`config.mk`:
```
export PLATFORM = sky130hd
export DESIGN_NAME = mem_port_arbiter
export DESIGN_NICKNAME = d
export VERILOG_FILES = /design/src/rtl/mem_port_arbiter.sv
export SDC_FILE = /design/constraint.sdc
export NUM_CORES = 1
export LEC_CHECK = 0
export ABC_CLOCK_PERIOD_IN_PS = 2800
export CORE_MARGIN = 8
export CORE_UTILIZATION = 42
export DETAILED_ROUTE_END_ITERATION = 12
export PLACE_DENSITY_LB_ADDON = 0.3
export SLEW_MARGIN = 20
export SYNTH_ARGS = -nofsm -noshare
export SYNTH_HDL_FRONTEND = slang
export SYNTH_SLANG_ARGS = --single-unit
```
`constraint.sdc`:
```
create_clock -name clk -period 2.8 [get_ports clk]
set_clock_uncertainty 0.2 [all_clocks]
set_input_delay 0.28 -clock clk [delete_from_list [all_inputs] [get_ports clk]]
set_output_delay 0.28 -clock clk [all_outputs]
set_load 0.01 [all_outputs]
```
`src/rtl/mem_port_arbiter.sv`:
```
// rtl/mem_port_arbiter.sv - single-port memory arbiter between IF fetch and MEM load/store
module mem_port_arbiter #(
  parameter int ADDR_W     = 32,
  parameter int DATA_W     = 32,
  parameter int STARVE_MAX = 4
) (
  input  logic              clk,
  input  logic              rst,
  input  logic              if_req,
  input  logic [ADDR_W-1:0] if_addr,
  input  logic              if_flush,
  output logic [DATA_W-1:0] if_rdata,
  output logic              if_done,
  output logic              if_stall,
  input  logic              d_req,
  input  logic              d_we,
  input  logic [ADDR_W-1:0] d_addr,
  input  logic [DATA_W-1:0] d_wdata,
  output logic [DATA_W-1:0] d_rdata,
  output logic              d_done,
  output logic              d_stall,
  output logic              mem_req,
  output logic              mem_we,
  output logic [ADDR_W-1:0] mem_addr,
  output logic [DATA_W-1:0] mem_wdata,
  input  logic [DATA_W-1:0] mem_rdata,
  input  logic              mem_ready
);

  localparam int CNT_W = $clog2(STARVE_MAX + 1);

  typedef enum logic [1:0] {IDLE, SERV_D, SERV_I, DRAIN} state_t;

  state_t           state, state_next;
  logic [CNT_W-1:0] starve_cnt;
  logic             d_elig, i_elig, grant_d, grant_i, starved;

  assign if_stall = if_req & ~if_done;
  assign d_stall  = d_req & ~d_done;

  always_comb begin
    state_next = state;
    // A requester still showing its done strobe has not yet dropped req.
    d_elig  = d_req & ~d_done;
    i_elig  = if_req & ~if_done & ~if_flush;
    starved = (starve_cnt == CNT_W'(STARVE_MAX));
    grant_i = (state == IDLE) & i_elig & (~d_elig | starved);
    grant_d = (state == IDLE) & d_elig & ~grant_i;
    case (state)
      IDLE: begin
        if (grant_d)      state_next = SERV_D;
        else if (grant_i) state_next = SERV_I;
      end
      SERV_D: if (mem_ready) state_next = IDLE;
      SERV_I: begin
        if (mem_ready)     state_next = IDLE;
        else if (if_flush) state_next = DRAIN;
      end
      DRAIN:  if (mem_ready) state_next = IDLE;
      default: state_next = IDLE;
    endcase
  end

  always_ff @(posedge clk) begin
    if (rst) begin
      state      <= IDLE;
      starve_cnt <= '0;
      mem_req    <= 1'b0;
      mem_we     <= 1'b0;
      mem_addr   <= '0;
      mem_wdata  <= '0;
      if_rdata   <= '0;
      d_rdata    <= '0;
      if_done    <= 1'b0;
      d_done     <= 1'b0;
    end else begin
      state   <= state_next;
      if_done <= 1'b0;
      d_done  <= 1'b0;
      if (grant_d) begin
        mem_req   <= 1'b1;
        mem_we    <= d_we;
        mem_addr  <= d_addr;
        mem_wdata <= d_wdata;
        if (i_elig && !starved) starve_cnt <= starve_cnt + CNT_W'(1);
      end
      if (grant_i) begin
        mem_req    <= 1'b1;
        mem_we     <= 1'b0;
        mem_addr   <= if_addr;
        mem_wdata  <= '0;
        starve_cnt <= '0;
      end
      if (state != IDLE && mem_ready) mem_req <= 1'b0;
      if (state == SERV_D && mem_ready) begin
        d_done <= 1'b1;
        if (!mem_we) d_rdata <= mem_rdata;
      end
      // Flush on the completing edge discards the fetch just like DRAIN does.
      if (state == SERV_I && mem_ready && !if_flush) begin
        if_done  <= 1'b1;
        if_rdata <= mem_rdata;
      end
    end
  end

endmodule
```
==> results of run 1 <==
[logic make-up after synthesis]
kind of cell,Yosys count,synth area share
flip-flops,137,0.536
AND/OR/NAND/NOR,319,0.262
buffers and inverters,56,0.0484
adder cells (fa/ha/maj),2,0.00489
AO/OA/AOI/OAI,139,0.149
[registers in the layout (all words and copies together) (netlist names)]
register    cells
d_done          1
d_rdata        32
if_done         1
if_rdata       32
mem_addr       32
mem_req         1
mem_wdata      32
mem_we          1
starve_cnt      3
state           2
[path summary, 6_finish.rpt]
path	from	to	depth (start not counted)
max	d_done	d_stall	3
min	rst	d_done	2
max reg2reg	starve_cnt[0]	mem_addr[25]	6
min reg2reg	mem_wdata[20]	mem_wdata[20]	2
[where the power goes]
part	switching, W	internal, W	total [W]	leakage (nW)
Clock	0.000802	0.00147	0.00227	0.294
Combinational	0.000365	0.000416	0.000781	1.57
Sequential	0.0000520	0.00205	0.00210	1.12
[per-stage QoR]
stage | cells | instance area, um^2 | util | hold WS [ns] | power [W]
floorplan | 653 | 5120 | - | 0.179 | 0.00245
finish | 1060 | 8480 | 0.709 | 0.0693 | 0.00515
global route | 1060 | 8480 | 0.709 | 0.0617 | 0.00533
CTS | 1060 | 8480 | 0.709 | 0.0463 | 0.00518
detailed placement | 1028 | 7880 | 0.659 | 0.247 | 0.00292
global placement | 1028 | 7880 | 0.659 | 0.241 | 0.00289
[per-layer routing]
metal | global-route usage | vias up
met5 | 0 | -
li1 | - | 2678
met4 | 0.109 | 0
met1 | 0.246 | 2580
met3 | 0.102 | 44
met2 | 0.393 | 313
[final cells by class]
cell class,instances,area [um^2],share of cell area
Timing Repair Buffer,280,2800,0.330
Sequential cell,137,2740,0.323
Multi-Input combinational cell,460,2140,0.253
Clock buffer,24,482,0.0568
Tap cell,147,184,0.0217
Clock inverter,8,118,0.0139
Inverter,4,15.0,0.00177
[worst register-to-register path, delay by kind of cell (launching register included)]
kind            cells  cell delay [ns]
buf+inv             2             0.44
flops               1             0.35
compound gates      2             0.49
simple gates        1             0.13
fa+ha+maj           1             0.25
[cells in the final DEF, fill, tap and decap left out, types with 2 or more instances in the layout]
cell type,instances
nor2_1,3
inv_1,3
clkbuf_16,17
clkinv_2,4
nand3_1,66
nand2_1,233
buf_4,11
a31oi_1,32
clkbuf_8,3
a21oi_1,103
nor3_1,2
bufinv_16,3
dfxtp_1,137
clkbuf_1,4
buf_12,2
clkdlybuf4s50_1,267
nor2_2,2
ha_1,2
==> results.toml, run 1 <==
[hold_path]
hp-class = "primary input to flip-flop"

[grt]
overflow = 0
antenna_found_initial = 0
grt_pass1_vias = 5534
grt_pass1_wl_mm = 29.8
grt_use_total = 0.233
grt_max_degree = 75

[synthesis]
synth_seq_area_share = 0.536
synthTopCellsByArea = "dfxtp_1, nand2_1, a21oi_1"
synth_commonest_cells = "nand2_1, dfxtp_1, a21oi_1"
synth-seq-cells = 137
synth_nets = 790
syn_inst = 653
synth_top_area_frac = 0.536
ys.warnings.count = 0
yosysTopAreaCell = "dfxtp_1"
synth.most_common_cell = "nand2_1"
synth_area_per_cell_um2 = 7.84
synth_edf_count = 0
async_flop_share = 0
synth-main-ff-cell = "dfxtp_1"
synth_cell_type_count = 30
syn_area_um2 = 5120

[detailed_routing]
met3_length_mm = 2.49
dr_wl_met2_mm = 9.32
first_pass_iters = 6
drtIter0Drc = 345
route.detailed.drc = 0
wl_met1_mm = 6.79
via_per_inst = 5.30
routed_wl_mm = 19.2
top_layer_used = "met4"
antenna_left = 0
routedWlPerCell_um = 18.1
dr_total_vias = 5615

[sta]
slew_violations = 0
setup_viol = 0
tightest_slew_ns = 0.683
rsz0062_at_grt = "false"
max_freq_mhz = 462
finalHoldViolCount = 0
finalSetupTns_ns = 0
period_needed_ns = 2.16
min_period_over_period = 0.773
slew_headroom = 0.544
worst_slack_ns = 0.635

[clocking]
postCtsSetupBuffers = 0
clock_latency_ns = 0.41
cts_hold_buf = 0
cts_sinks = 137
cts_root_buffer = "clkbuf_16"
clk_path_buf_depth = 2
worst_setup_hold_path_clk_slew_ns = 0.05
htreeDepth = 4
cts_buffers = 17
cts_tree = "done"
post_cts_resized = 0

[floorplan]
io_pins = 269
die_h_um = 126
die_w_um = 126
start_util = 0.428
die_area_um2 = 16000
rows = 40
core_um2 = 12000

[placed_design]
gp_congestion = 0.805
portBuffers = 268
place_ws_ns = 0.534
dp_hpwl_mm = 13.6

[status]
status = "completed"

[flow_run]
drv_cap = 0

[final_layout]
num_antenna_cells = 0
fin_nets = 1037
drive_above_1_share = 0.0548
areaGrowthSynthToFinish_pct = 65.7
fill_cells = 932

[worst_setup_path]
endpoint_kind = "output port"
cp-start-kind = "flip-flop"
crit_family = "buffers and inverters"
worstPathCellList = "nand2b_1 -> inv_1 -> clkdlybuf4s50_1"
cp.arrival_ns = 1.68
crit_required_ns = 2.32
r2r_slack_ns = 0.85
worst-path-buf-inv = 2
worstSetupPathType = "flip-flop to output port"
slowest_stage = "clkdlybuf4s50_1"
crit_path_max_fanout = 5
max_stage_delay_ns = 0.58

[pwr]
power_density_nw_per_um2 = 607
ir_drop_mv = 0.414
leakage_nw = 2.98
No activity file was read; power rests on OpenSTA's default activity.
==> inputs of run 2 (changes only) <==
Settings changed: ABC_CLOCK_PERIOD_IN_PS 2800 to 2200, CORE_UTILIZATION 42 to 39.
Clock period 2.8 ns to 2.2 ns, I/O delays scaled along.
==> results.toml, run 2 (same netlist as run 1, synthesis figures left out) <==
[clocking]
clk_path_buf_depth = 2
cts_tree = "done"
clock_latency_ns = 0.41
cts_root_buffer = "clkbuf_16"
cts_sinks = 137
htreeDepth = 4
cts_buffers = 17
worst_setup_hold_path_clk_slew_ns = 0.06

[floorplan]
die_w_um = 131
die_h_um = 131
io_pins = 269
core_um2 = 13000
rows = 42
die_area_um2 = 17000
start_util = 0.393

[final_layout]
fin_nets = 1041
drive_above_1_share = 0.0600
fin_util = 0.666
final_common_cell = "clkdlybuf4s50_1"
areaGrowthSynthToFinish_pct = 69.5
num_antenna_cells = 0
final_cell_mix = "clkdlybuf4s50_1, nand2_1, dfxtp_1, a21oi_1, nand3_1"
fin_area_um2 = 8680

[detailed_routing]
routed_wl_mm = 18.4
via_per_inst = 4.96
dr_total_vias = 5413
antenna_left = 0
route.detailed.drc = 0
drtIter0Drc = 327
routedWlPerCell_um = 16.9
first_pass_iters = 4

[hold_path]
whs_path_depth = 3
holdPathEnd = "mem_wdata[16]"
hp-class = "primary input to flip-flop"
min_from = "d_wdata[16]"

[worst_setup_path]
endpoint_kind = "output port"
worstSetupPathType = "flip-flop to output port"
r2r_slack_ns = 0.39
r2r-start = "starve_cnt[0]"
startpoint = "d_done"
crit_required_ns = 1.78
crit_path_max_fanout = 5
rr_worst_depth = 6
r2r-end = "mem_addr[11]"
cp.arrival_ns = 1.65
cp-start-kind = "flip-flop"

[placed_design]
dp_hpwl_mm = 13.0
gp_congestion = 0.777
place_area_um2 = 8040
portBuffers = 268

[sta]
hold-worst-slack_ns = 0.155
max_freq_mhz = 483
setup_viol = 0
slew_headroom = 0.707
slew_violations = 0
min_period_over_period = 0.941
period_needed_ns = 2.07
tightest_slew_ns = 0.440
finalSetupTns_ns = 0
rsz0062_at_grt = "false"
finalHoldViolCount = 0

[pwr]
leakage_nw = 3.04
ir_drop_mv = 0.559
finalPower_w = 0.00667
power_density_nw_per_um2 = 769

[grt]
antenna_found_initial = 0
grt_pass1_wl_mm = 27.9
grt_use_total = 0.211
grt_max_degree = 97
overflow = 0
grt_pass1_vias = 5230

[flow_run]
drv_cap = 0

[status]
status = "completed"
-- run 2: cell types whose count changed in the layout (fill, tap and decap cells not counted) --
cell	before	now
buf_12	2	10
buf_4	11	6
clkbuf_1	4	2
clkbuf_8	3	6
clkinv_2	4	1
clkinvlp_4	1	2
dlygate4sd3_1	0	1
nand2b_1	1	0
nand2b_2	0	1
-- run 2: area by class of cell --
| cell class | count | area (um^2) |
|---|---|---|
| flip-flops and latches | 137 | 2740 |
| inverters | 4 | 15.0 |
| fillers | 1130 | 4350 |
| multi-input cells | 460 | 2150 |
| clock inverters | 6 | 110 |
| repair buffers | 284 | 2930 |
| clock buffers | 25 | 515 |
| well taps | 176 | 220 |
-- run 2: how the worst max path moves through the flow --
stage | endpoint | slack (ns) | cells after the start
after global placement | mem_addr[11] | 0.13 | 6
after detailed placement | mem_addr[11] | 0.08 | 6
final | d_stall | 0.13 | 3
after global routing | d_stall | 0.05 | 3
after floorplan | mem_wdata[10] | 0.47 | 6
after CTS | d_stall | 0.04 | 3
-- run 2: critical path: stages, from the launching register on --
cell and delay, ns:
dfxtp_1 0.30, nand2b_2 0.24, inv_1 0.14, clkdlybuf4s50_1 0.56
-- run 2: what timing repair did --
item                                    CTS  global route
hold buffers                              1             0
resized for setup                         0             1
setup buffers                             0             0
endpoints found under the setup margin    0             1
hold endpoints to repair                  8             0
-- run 2: metal layers --
| layer | vias to the layer above | GRT usage | routed length, um | share of wire |
|---|---|---|---|---|
| li1 | 2688 | - | - | - |
| met1 | 2470 | 0.247 | 7280 | 0.40 |
| met2 | 234 | 0.333 | 8610 | 0.47 |
| met3 | 21 | 0.0966 | 2250 | 0.12 |
| met4 | 0 | 0.0729 | 272 | 0.015 |
| met5 | - | 0 | 0 | 0 |
-- run 2: through the flow --
stage / instances / setup slack, ns
after floorplan: 653 / 0.467
after global placement: 1060 / 0.134
after detailed placement: 1060 / 0.0831
after CTS: 1092 / 0.0362
after global routing: 1092 / 0.0464
final: 1092 / 0.130
-- run 2: power by group --
part | switching, W | internal, W | leakage, nW | total [W]
combinational | 0.000463 | 0.000558 | 1.62 | 0.00102
clock | 0.00102 | 0.00196 | 0.302 | 0.00298
sequential | 0.0000630 | 0.00261 | 1.12 | 0.00267
total | 0.00155 | 0.00512 | 3.04 | 0.00667
==> inputs of run 3 (changes only) <==
Settings changed: CELL_PAD_IN_SITES_DETAIL_PLACEMENT set to 1, CELL_PAD_IN_SITES_GLOBAL_PLACEMENT set to 2, CORE_UTILIZATION 39 to 20.
==> results.toml, run 3 (same netlist as run 1, synthesis figures left out) <==
[status]
status = "completed"

[detailed_routing]
routedWlPerCell_um = 18.2
route.detailed.drc = 0
drtIter0Drc = 237
routed_wl_mm = 22.8
via_per_inst = 4.36
dr_total_vias = 5454
first_pass_iters = 4
antenna_left = 0

[final_layout]
areaGrowthSynthToFinish_pct = 74.0
fin_nets = 1045
drive_above_1_share = 0.0652
fin_area_um2 = 8910
final_cell_mix = "clkdlybuf4s50_1, nand2_1, dfxtp_1, a21oi_1, nand3_1"
fill_cells = 2956
num_antenna_cells = 0
final_common_cell = "clkdlybuf4s50_1"
fin_util = 0.354

[pwr]
clock_power_share = 0.456
power_density_nw_per_um2 = 769
p_int_w = 0.00508
p_switching_w = 0.00177
swShare = 0.259
pwr-share-seq = 0.389
combPwrFrac = 0.155
leakage_nw = 3.06
ir_drop_mv = 0.387

[clocking]
cts_hold_buf = 1
worst_setup_hold_path_clk_slew_ns = 0.07
postCtsSetupBuffers = 0
clock_latency_ns = 0.41
post_cts_resized = 0
cts_tree = "done"
htreeDepth = 4
cts_sinks = 137
cts_buffers = 17
cts_root_buffer = "clkbuf_16"
clk_path_buf_depth = 2

[sta]
tightest_slew_ns = 0.384
slew_headroom = 0.743
setup_viol = 0
worst_slack_ns = 0.199
finalSetupTns_ns = 0
finalHoldViolCount = 0
period_needed_ns = 2.00
min_period_over_period = 0.910
slew_violations = 0
hold-worst-slack_ns = 0.151
rsz0062_at_grt = "false"
max_freq_mhz = 500

[worst_setup_path]
cp.arrival_ns = 1.58
endpoint_kind = "output port"
max_stage_delay_ns = 0.58
crit_required_ns = 1.78
cp-start-kind = "flip-flop"
rr_worst_depth = 6
crit_path_max_fanout = 3
slowest_stage = "clkdlybuf4s50_1"
worstPathCellList = "nand2b_1 -> inv_1 -> clkdlybuf4s50_1"
worstSetupPathType = "flip-flop to output port"

[floorplan]
die_h_um = 176
die_area_um2 = 31000
die_w_um = 176
start_util = 0.203
core_um2 = 25200
io_pins = 269
rows = 58

[grt]
grt_max_degree = 44
overflow = 0
antenna_found_initial = 0
grt_use_total = 0.144
grt_pass1_wl_mm = 35.1
grt_pass1_vias = 5833

[hold_path]
whs_path_depth = 3
hp-class = "primary input to flip-flop"

[placed_design]
portBuffers = 268
dp_hpwl_mm = 15.9
place_area_um2 = 8280
place_ws_ns = 0.000771
gp_congestion = 0.721

[flow_run]
drv_cap = 0
[run 3: cell count changes in the layout (fill, tap and decap cells not counted), sizes merged]
cell	delta
bufinv	+1
clkbuf	-7
inv	+4
buf	+4
clkinv	+3
clkinvlp	-1
[run 3: critical path: cells and delay by family, from the launching register on]
family        cells  cell delay, ns
buf+inv           2            0.71
flops             1            0.30
simple gates      1            0.17
[run 3: power groups by stage]
stage	sequential [W]	clock, W	combinational [W]
floorplan	0.00277	0	0.000338
global placement	0.00272	0	0.00108
detailed placement	0.00273	0	0.00108
CTS	0.00267	0.00324	0.00109
global route	0.00268	0.00335	0.00115
finish	0.00267	0.00312	0.00106
[run 3: cell type report]
class / count / area (um^2) / area share
clock buffer: 18 / 429 / 0.0482
clock inverter: 13 / 190 / 0.0214
sequential: 137 / 2740 / 0.308
inverter: 4 / 15.0 / 0.00169
tap: 330 / 413 / 0.0464
timing repair buffer: 288 / 2970 / 0.334
multi-input combinational: 460 / 2150 / 0.241
[run 3: worst paths after layout]
| check | start | end | slack, ns |
|---|---|---|---|
| worst min register to register | mem_wdata[10] | mem_wdata[10] | 0.25 |
| worst max-delay path | d_done | d_stall | 0.20 |
| worst max register to register | starve_cnt[0] | mem_addr[4] | 0.28 |
| worst min-delay path | d_wdata[24] | mem_wdata[24] | 0.15 |
[run 3: metal layers]
layer  wire length, um  GRT usage  part of all wire  vias to the layer above
li1                  -          -                 -                     2689
met1              9940      0.172              0.44                     2563
met2             10000      0.226              0.44                      194
met3              2710     0.0803              0.12                        8
met4               150     0.0279            0.0066                        0
met5                 0          0                 0                        -
[run 3: through the flow]
step / total power [W] / cells
6_report: 0.00685 / 1250
5_1_grt: 0.00719 / 1250
4_1_cts: 0.00700 / 1250
3_5_place_dp: 0.00381 / 1218
3_3_place_gp: 0.00380 / 1218
2_1_floorplan: 0.00311 / 653
